## config.mk

```make
export PLATFORM = sky130hd
export DESIGN_NAME = dram_port_arbiter
export DESIGN_NICKNAME = d
export VERILOG_FILES = /design/src/rtl/mem_arb_defs.sv /design/src/rtl/arb_req_latch.sv /design/src/rtl/dram_port_arbiter.sv
export SDC_FILE = /design/constraint.sdc
export NUM_CORES = 1
export LEC_CHECK = 0
export BUFFER_PORTS_ARGS = -buffer_cell sky130_fd_sc_hd__buf_4
export CAP_MARGIN = 20
export CORE_ASPECT_RATIO = 1.25
export CORE_UTILIZATION = 49
export CTS_BUF_LIST = sky130_fd_sc_hd__clkbuf_8 sky130_fd_sc_hd__clkbuf_16
export DETAILED_ROUTE_END_ITERATION = 8
export PLACE_DENSITY_LB_ADDON = 0.05
export SYNTH_ARGS = -nofsm -noshare
export SYNTH_HDL_FRONTEND = slang
export SYNTH_SLANG_ARGS = --single-unit
```

## constraint.sdc

```tcl
create_clock -name clk -period 1.4 [get_ports clk]
set_input_delay 0.21 -clock clk [delete_from_list [all_inputs] [get_ports clk]]
set_output_delay 0.21 -clock clk [all_outputs]
set_load 0.05 [all_outputs]
```

## src/rtl/mem_arb_defs.sv

```systemverilog
// Shared definitions for the DRAM port arbiter: requester IDs, FSM states
// and the round-robin pick used when both requesters are pending.
package mem_arb_defs;

  typedef enum logic {
    REQ_IC = 1'b0,
    REQ_DC = 1'b1
  } req_id_e;

  typedef enum logic {
    IDLE = 1'b0,
    WAIT = 1'b1
  } arb_state_e;

  // With both pending, the requester that did not win last time goes next.
  function automatic req_id_e rr_pick(input logic ic_pend, input logic dc_pend,
                                      input req_id_e last);
    if (ic_pend && dc_pend) begin
      return (last == REQ_DC) ? REQ_IC : REQ_DC;
    end
    return ic_pend ? REQ_IC : REQ_DC;
  endfunction

endpackage

```

## src/rtl/arb_req_latch.sv

```systemverilog
// Holds one requester's strobe until the arbiter completes it; a new strobe is
// accepted in the completion cycle, otherwise a strobe while pending sets a sticky error.
module arb_req_latch
  import mem_arb_defs::*;
#(
  parameter int MEM_SCALE = 27,
  parameter int DWIDTH    = 32
) (
  input  logic                 clk,
  input  logic                 rst,
  input  logic                 i_oe,
  input  logic                 i_we,
  input  logic [MEM_SCALE-1:0] i_addr,
  input  logic [DWIDTH-1:0]    i_wdata,
  input  logic                 i_done,
  output logic                 o_pend,
  output logic                 o_we,
  output logic [MEM_SCALE-1:0] o_addr,
  output logic [DWIDTH-1:0]    o_wdata,
  output logic                 o_proto_err
);

  logic                 r_pend;
  logic                 r_we;
  logic [MEM_SCALE-1:0] r_addr;
  logic [DWIDTH-1:0]    r_wdata;
  logic                 r_proto_err;
  logic                 w_stb;
  logic                 w_accept;

  assign w_stb    = i_oe | i_we;
  assign w_accept = w_stb & (~r_pend | i_done);

  always_ff @(posedge clk) begin
    if (rst) begin
      r_pend      <= 1'b0;
      r_we        <= 1'b0;
      r_addr      <= '0;
      r_wdata     <= '0;
      r_proto_err <= 1'b0;
    end else begin
      if (w_accept) begin
        r_pend <= 1'b1;
        r_we   <= i_we;
        r_addr <= i_addr;
        if (i_we) begin
          r_wdata <= i_wdata;
        end
      end else if (i_done) begin
        r_pend <= 1'b0;
      end
      if (w_stb && r_pend && !i_done) begin
        r_proto_err <= 1'b1;
      end
    end
  end

  assign o_pend      = r_pend;
  assign o_we        = r_we;
  assign o_addr      = r_addr;
  assign o_wdata     = r_wdata;
  assign o_proto_err = r_proto_err;

endmodule

```

## src/rtl/dram_port_arbiter.sv

```systemverilog
// Round-robin share of one DRAM word port between icache refill and dcache; one
// transaction in flight, strobe->mem strobe 2 cycles. ARB_STAT_EN adds grant/wait counters.
module dram_port_arbiter
  import mem_arb_defs::*;
#(
  parameter int MEM_SCALE = 27,
  parameter int DWIDTH    = 32
) (
  input  logic                 clk,
  input  logic                 rst,
  input  logic                 ic_oe,
  input  logic [MEM_SCALE-1:0] ic_addr,
  output logic [DWIDTH-1:0]    ic_rdata,
  output logic                 ic_valid,
  input  logic                 dc_oe,
  input  logic                 dc_we,
  input  logic [MEM_SCALE-1:0] dc_addr,
  input  logic [DWIDTH-1:0]    dc_wdata,
  output logic [DWIDTH-1:0]    dc_rdata,
  output logic                 dc_valid,
  output logic                 mem_oe,
  output logic                 mem_we,
  output logic [MEM_SCALE-1:0] mem_addr,
  output logic [DWIDTH-1:0]    mem_wdata,
  input  logic [DWIDTH-1:0]    mem_rdata,
  input  logic                 mem_valid,
  output logic                 proto_err
`ifdef ARB_STAT_EN
  ,
  output logic [31:0]          arb_cnt_ic,
  output logic [31:0]          arb_cnt_dc,
  output logic [31:0]          arb_cnt_wait
`endif
);

  arb_state_e           r_state;
  arb_state_e           w_state_nxt;
  req_id_e              r_grant;
  req_id_e              r_rr_last;
  req_id_e              w_winner;
  logic                 r_mem_oe;
  logic                 r_mem_we;
  logic [MEM_SCALE-1:0] r_mem_addr;
  logic [DWIDTH-1:0]    r_mem_wdata;
  logic                 w_issue;
  logic                 w_ic_done;
  logic                 w_dc_done;

  logic                 w_ic_pend, w_dc_pend;
  logic                 w_ic_we, w_dc_we;
  logic [MEM_SCALE-1:0] w_ic_addr, w_dc_addr;
  logic [DWIDTH-1:0]    w_ic_wdata, w_dc_wdata;
  logic                 w_ic_err, w_dc_err;
  logic                 w_sel_we;
  logic [MEM_SCALE-1:0] w_sel_addr;
  logic [DWIDTH-1:0]    w_sel_wdata;

  arb_req_latch #(.MEM_SCALE(MEM_SCALE), .DWIDTH(DWIDTH)) u_ic_latch (
    .clk         (clk),
    .rst         (rst),
    .i_oe        (ic_oe),
    .i_we        (1'b0),
    .i_addr      (ic_addr),
    .i_wdata     ('0),
    .i_done      (w_ic_done),
    .o_pend      (w_ic_pend),
    .o_we        (w_ic_we),
    .o_addr      (w_ic_addr),
    .o_wdata     (w_ic_wdata),
    .o_proto_err (w_ic_err)
  );

  arb_req_latch #(.MEM_SCALE(MEM_SCALE), .DWIDTH(DWIDTH)) u_dc_latch (
    .clk         (clk),
    .rst         (rst),
    .i_oe        (dc_oe),
    .i_we        (dc_we),
    .i_addr      (dc_addr),
    .i_wdata     (dc_wdata),
    .i_done      (w_dc_done),
    .o_pend      (w_dc_pend),
    .o_we        (w_dc_we),
    .o_addr      (w_dc_addr),
    .o_wdata     (w_dc_wdata),
    .o_proto_err (w_dc_err)
  );

  assign w_winner    = rr_pick(w_ic_pend, w_dc_pend, r_rr_last);
  assign w_sel_we    = (w_winner == REQ_IC) ? w_ic_we    : w_dc_we;
  assign w_sel_addr  = (w_winner == REQ_IC) ? w_ic_addr  : w_dc_addr;
  assign w_sel_wdata = (w_winner == REQ_IC) ? w_ic_wdata : w_dc_wdata;

  // mem_valid outside WAIT is dropped: no completion is routed anywhere.
  always_comb begin
    w_state_nxt = r_state;
    w_issue     = 1'b0;
    w_ic_done   = 1'b0;
    w_dc_done   = 1'b0;
    case (r_state)
      IDLE: begin
        if (w_ic_pend || w_dc_pend) begin
          w_issue     = 1'b1;
          w_state_nxt = WAIT;
        end
      end
      WAIT: begin
        if (mem_valid) begin
          w_ic_done   = (r_grant == REQ_IC);
          w_dc_done   = (r_grant == REQ_DC);
          w_state_nxt = IDLE;
        end
      end
      default: w_state_nxt = IDLE;
    endcase
  end

  always_ff @(posedge clk) begin
    if (rst) begin
      r_state     <= IDLE;
      r_grant     <= REQ_IC;
      r_rr_last   <= REQ_DC;
      r_mem_oe    <= 1'b0;
      r_mem_we    <= 1'b0;
      r_mem_addr  <= '0;
      r_mem_wdata <= '0;
    end else begin
      r_state  <= w_state_nxt;
      r_mem_oe <= w_issue & ~w_sel_we;
      r_mem_we <= w_issue & w_sel_we;
      if (w_issue) begin
        r_grant     <= w_winner;
        r_rr_last   <= w_winner;
        r_mem_addr  <= w_sel_addr;
        r_mem_wdata <= w_sel_wdata;
      end
    end
  end

  assign mem_oe    = r_mem_oe;
  assign mem_we    = r_mem_we;
  assign mem_addr  = r_mem_addr;
  assign mem_wdata = r_mem_wdata;
  assign ic_valid  = w_ic_done;
  assign dc_valid  = w_dc_done;
  assign ic_rdata  = mem_rdata;
  assign dc_rdata  = mem_rdata;
  assign proto_err = w_ic_err | w_dc_err;

`ifdef ARB_STAT_EN
  logic [31:0] r_cnt_ic;
  logic [31:0] r_cnt_dc;
  logic [31:0] r_cnt_wait;
  logic        w_ic_waiting;
  logic        w_dc_waiting;

  // A pending requester is waiting unless it is being issued or is in service.
  assign w_ic_waiting = w_ic_pend & ~(w_issue & (w_winner == REQ_IC))
                      & ~((r_state == WAIT) & (r_grant == REQ_IC));
  assign w_dc_waiting = w_dc_pend & ~(w_issue & (w_winner == REQ_DC))
                      & ~((r_state == WAIT) & (r_grant == REQ_DC));

  always_ff @(posedge clk) begin
    if (rst) begin
      r_cnt_ic   <= '0;
      r_cnt_dc   <= '0;
      r_cnt_wait <= '0;
    end else begin
      if (w_issue && (w_winner == REQ_IC)) r_cnt_ic <= r_cnt_ic + 32'd1;
      if (w_issue && (w_winner == REQ_DC)) r_cnt_dc <= r_cnt_dc + 32'd1;
      if (w_ic_waiting || w_dc_waiting)    r_cnt_wait <= r_cnt_wait + 32'd1;
    end
  end

  assign arb_cnt_ic   = r_cnt_ic;
  assign arb_cnt_dc   = r_cnt_dc;
  assign arb_cnt_wait = r_cnt_wait;
`endif

endmodule
```

---- Yosys cells after proc, flatten, opt, wreduce, memory -nomap -nowiden ----
Index checks and enable logic that the tools add are counted.
operators by class
  muxes and demuxes ....................... 20
  bitwise logic cells ..................... 13
  reductions and logical operators ........ 11
operator list
  cell                 count
  $mux W32             1
  $mux W27             1
  $mux W1              17
  $logic_and A1 B1 Y1  5
  $not A1 Y1           5
  $and A1 B1 Y1        4
  $or A1 B1 Y1         4
  $reduce_bool A2 Y1   2
  $logic_not A1 Y1     2
  $pmux W1 S2          1
  $reduce_and A2 Y1    1
  $logic_or A1 B1 Y1   1
word-level totals
  flip-flop bits (word level) ............. 155
  output and inout bits ................... 128
  logic and storage cells ................. 59

---- Logic depth before layout (Yosys ltp) ----
  depth in word-level cells ............... 6
  mapped depth ............................ 6

---- Hierarchy ----
Synthesis repeated with hierarchy kept, for this count alone.
unflattened totals
  cell total of the unflattened synthesis .. 997
  area, all modules ....................... 8,393.0 um2
modules (own cells, without submodules)
  module             times used  cells each  area an instance (um2)  seq. area each (um2)
  arb_req_latch      2           283         2,477.4                 1,241.2
  dram_port_arbiter  1           431         3,438.3                 1,281.2

---- Worst setup path after synthesis ----
No wires, ideal clock.
  kind .................................... register to register
  start point ............................. register r_grant
  end point ............................... register u_ic_latch.r_addr[10] (netlist: u_ic_latch.o_addr[10])
  library setup time ...................... 0.072 ns
  arrival ................................. 1.178 ns
  required time ........................... 1.328 ns
  path slack .............................. 0.150 ns
  cell stages (with the launch flop) ...... 6
  path buffers ............................ 2
  period minus slack after synthesis ...... 1.250 ns
  path through ............................ dfxtp_1 nand3b_2 a21boi_2 buf_6 buf_6 mux2i_1
on the way
  longest elaborated chain between the ends .. 5
RTL lines
  what                    RTL line                  RTL
  start, declared         dram_port_arbiter.sv:38   req_id_e r_grant;
  start signal, assigned  dram_port_arbiter.sv:131  r_grant <= w_winner;
  $not A1 Y1              dram_port_arbiter.sv:108  w_ic_done = (r_grant == REQ_IC);
  $mux W1                 dram_port_arbiter.sv:107  if (mem_valid) begin
  $mux W1                 dram_port_arbiter.sv:99   case (r_state)
  $or A1 B1 Y1            arb_req_latch.sv:32       assign w_accept = w_stb & (~r_pend | i_done);
  $and A1 B1 Y1           arb_req_latch.sv:32
  end signal, assigned    arb_req_latch.sv:45       r_addr <= i_addr;
  end, declared           arb_req_latch.sv:25       logic [MEM_SCALE-1:0] r_addr;
Every way passes these cells.
A chain may end at the register's enable or synchronous reset.

---- Final worst setup path ----
  start point ............................. register r_grant
  end point ............................... output port ic_valid
on the way
  longest elaborated chain between the ends .. 3
RTL lines
  what           RTL line                  RTL
  $not A1 Y1     dram_port_arbiter.sv:108
  $mux W1        dram_port_arbiter.sv:107
  $mux W1        dram_port_arbiter.sv:99
  end, declared  dram_port_arbiter.sv:14   output logic ic_valid,
Every way passes these cells.

==> summary.txt <==
TritonCTS Buffers -> 17
Ports -> 252
Seq/Total Area, Yosys -> 0.4599
TritonCTS clock tree -> yes
Fin Setup TNS -> 0 ns
Synth Area in Adders -> 0
Design Power -> 11.71 mW
CP Buf/Inv Count -> 2
Synth Area in XOR/XNOR -> 0
Gate power share -> 0.170
first-pass GRT wire length -> 24.89 mm
CP delay by family, top -> flip-flops
Highest Clock Rate -> 728.9 MHz
vias in the first global route -> 5236
DP HPWL -> 10.59 mm
fin nets -> 949
largest cells by area after synthesis -> dfxtp_1 46%, mux2i_1 13%, nand2_1 9.7%
Core ar. -> 13350 µm²
# H-tree levels -> 4
die area -> 14250 µm²
RR Startpoint -> r_state
non-filler cells, final -> 1008
Slew @ Worst Pin -> 0.5112 ns
R2R Setup Slk -> 0.09 ns
worst setup path start -> r_grant
Hold Violations, Final -> 0
internal power -> 8.595 mW
Leak -> 3.525 nW
crit path to -> ic_valid
antenna diode count -> 0
Avg Cell Area, Syn -> 9.045 µm²
main combinational cell family by area after synthesis -> buffers and inverters
clock share of power -> 0.412
Synth-to-Final Area Change -> 23.90%
initial antenna violation count -> 0
Die X-Extent -> 107.0 µm
max incr delay on CP -> 0.34 ns
Post-DP Area -> 7680 µm²
Sw Pwr -> 3.113 mW
Post-synth EDFFs -> 0
Worst-path clk slew -> 0.06 ns
Distinct cells, synth -> 36
crit path kind -> flip-flop to primary output
Worst Path Required -> 1.19 ns
RSZ-0062 raised after global routing -> true
global placement routability congestion -> 0.8095
total wire length -> 15.43 mm
count of max-cap constraint violations -> 0
share of cells above drive strength 1 -> 0.2867
count leader, synth -> nand2_1
worst min-delay path category -> primary input to flip-flop
row count -> 47
status -> finished clean
Initial Util -> 0.5055
Worst R2R End -> mem_addr[0]
post-synthesis compound-gate area fraction -> 0.1202
Final ANT Viol Nets -> 0
VDD IR max -> 0.0007294 V
Synth Register Bits -> 155
largest net degree at the start of global routing -> 43
part of the cycle the worst path needs -> 0.9799
Clock Skew -> 0.007970 ns
post-synth top area cell -> dfxtp_1
final core utilization -> 0.6263
GRT overflow -> 0
critical-path cell list -> nand3b_4 -> inv_2 -> buf_8
clock sinks -> 155
Die Y -> 133.2 µm
pre-CTS setup slack -> 0.006061 ns
placed insts -> 976
Mapped Nets -> 870
final non-filler cell area -> 8361 µm²
Post-synth ARST share -> 0
slowest CP cell -> dfxtp_2
Clock Tree Buf Depth -> 2
Vias -> 5259
Clock Latency Late Sink -> 0.41 ns
Ys Warns -> 0
vias per cell -> 5.217
Critical Path Stages -> 3
crit path capture type -> primary output
drc violations -> 0
sequential fraction of design power -> 0.417
Startpoint Class -> flip-flop
Syn Inst Count -> 746
worst setup margin -> 0.02815 ns
Final min period -> 1.372 ns
Total Routing Usage GR -> 0.2220
DR pass1 iterations -> 4
Root Buffer Master -> clkbuf_16
post-synthesis mux area share -> 0.1276
Slew Viols, Final -> 0
Most used DFF post-synth -> dfxtp_1
CP Max Fanout -> 4
IO Port Bufs -> 155
Hold WS -> 0.03718 ns
Synth Cell Area -> 6748 µm²
commonest cells in the netlist -> 175 x nand2_1, 155 x dfxtp_1, 86 x mux2i_1
length in cells of the worst reg-to-reg path -> 4
WL/cell -> 15.31 µm
Slew headroom -> 0.6592
final setup vio count -> 0
PD cells -> 1400 nW/µm²
Synth top area share -> 0.4599
simple-gate share of the synthesized area -> 0.1456
Worst Path Arrival -> 1.16 ns
DR iter-0 viols -> 214
Switching Share -> 0.2659
[metal layers]
layer  share of wire  global-route usage  wire (µm)  vias up
met2            0.49              0.3753       7566      150
li1                -                   -          -     2608
met1            0.45              0.2711       6909     2471
met3           0.045             0.05382        697       30
met5               0                   0          0        -
met4           0.017             0.08447        257        0
[area by class of cell]
cell class / count / area [µm²]
repair buffers: 186 / 1569
multi-input cells: 429 / 2705
clock buffers: 19 / 452.9
well taps: 171 / 214.0
clock inverters: 12 / 172.7
fillers: 1154 / 4989
inverters: 36 / 137.6
flip-flops and latches: 155 / 3109
[state kept, by name (all words and copies together), names as in the netlist, 27 cells and up]
| register | count |
|---|---|
| mem_wdata | 32 |
| u_dc_latch.o_wdata | 32 |
| mem_addr | 27 |
| u_dc_latch.o_addr | 27 |
| u_ic_latch.o_addr | 27 |
[cell usage in the layout (no fill, tap or decap), drive strengths merged, types with 2 or more instances in the layout]
master and count:
buf 186, nand2 175, dfxtp 155, mux2i 86, inv 39, o32ai 32, nor2 32, o21ai 30
nand3 28, a311oi 27, clkbuf 19, bufinv 4, nor3 3, clkinvlp 3, a21oi 3, a21boi 2
clkinv 2
[power groups by stage]
stage	Clock (mW)	Combinational (mW)	Sequential (mW)
finish	4.83	1.99	4.89
global route	5.11	2.14	4.92
CTS	4.91	2.00	4.89
detailed placement	0	1.98	4.97
global placement	0	1.95	4.97
floorplan	0	1.41	5.32
[kinds of logic after synthesis]
| group | Yosys count |
|---|---|
| simple gates | 244 |
| buf+inv | 162 |
| flops | 155 |
| compound gates | 99 |
| mux | 86 |
[worst min-delay path by stage]
stage	start	slack, ns	end	depth (start not counted)
after CTS	mem_valid	0.02	r_state	2
after floorplan	mem_valid	0.31	r_state	1
after global placement	mem_rdata[2]	0.42	dc_rdata[2]	0
after detailed placement	mem_rdata[2]	0.42	dc_rdata[2]	0
final	mem_valid	0.04	r_state	2
after global routing	mem_valid	0.04	r_state	2
[what timing repair did]
item	in CTS	in global routing
endpoints found under the setup margin	5	22
hold buffers	0	0
pin swaps	1	2
setup buffers	0	1
gates resized for setup	12	3
(Power assumes the default switching activity.)
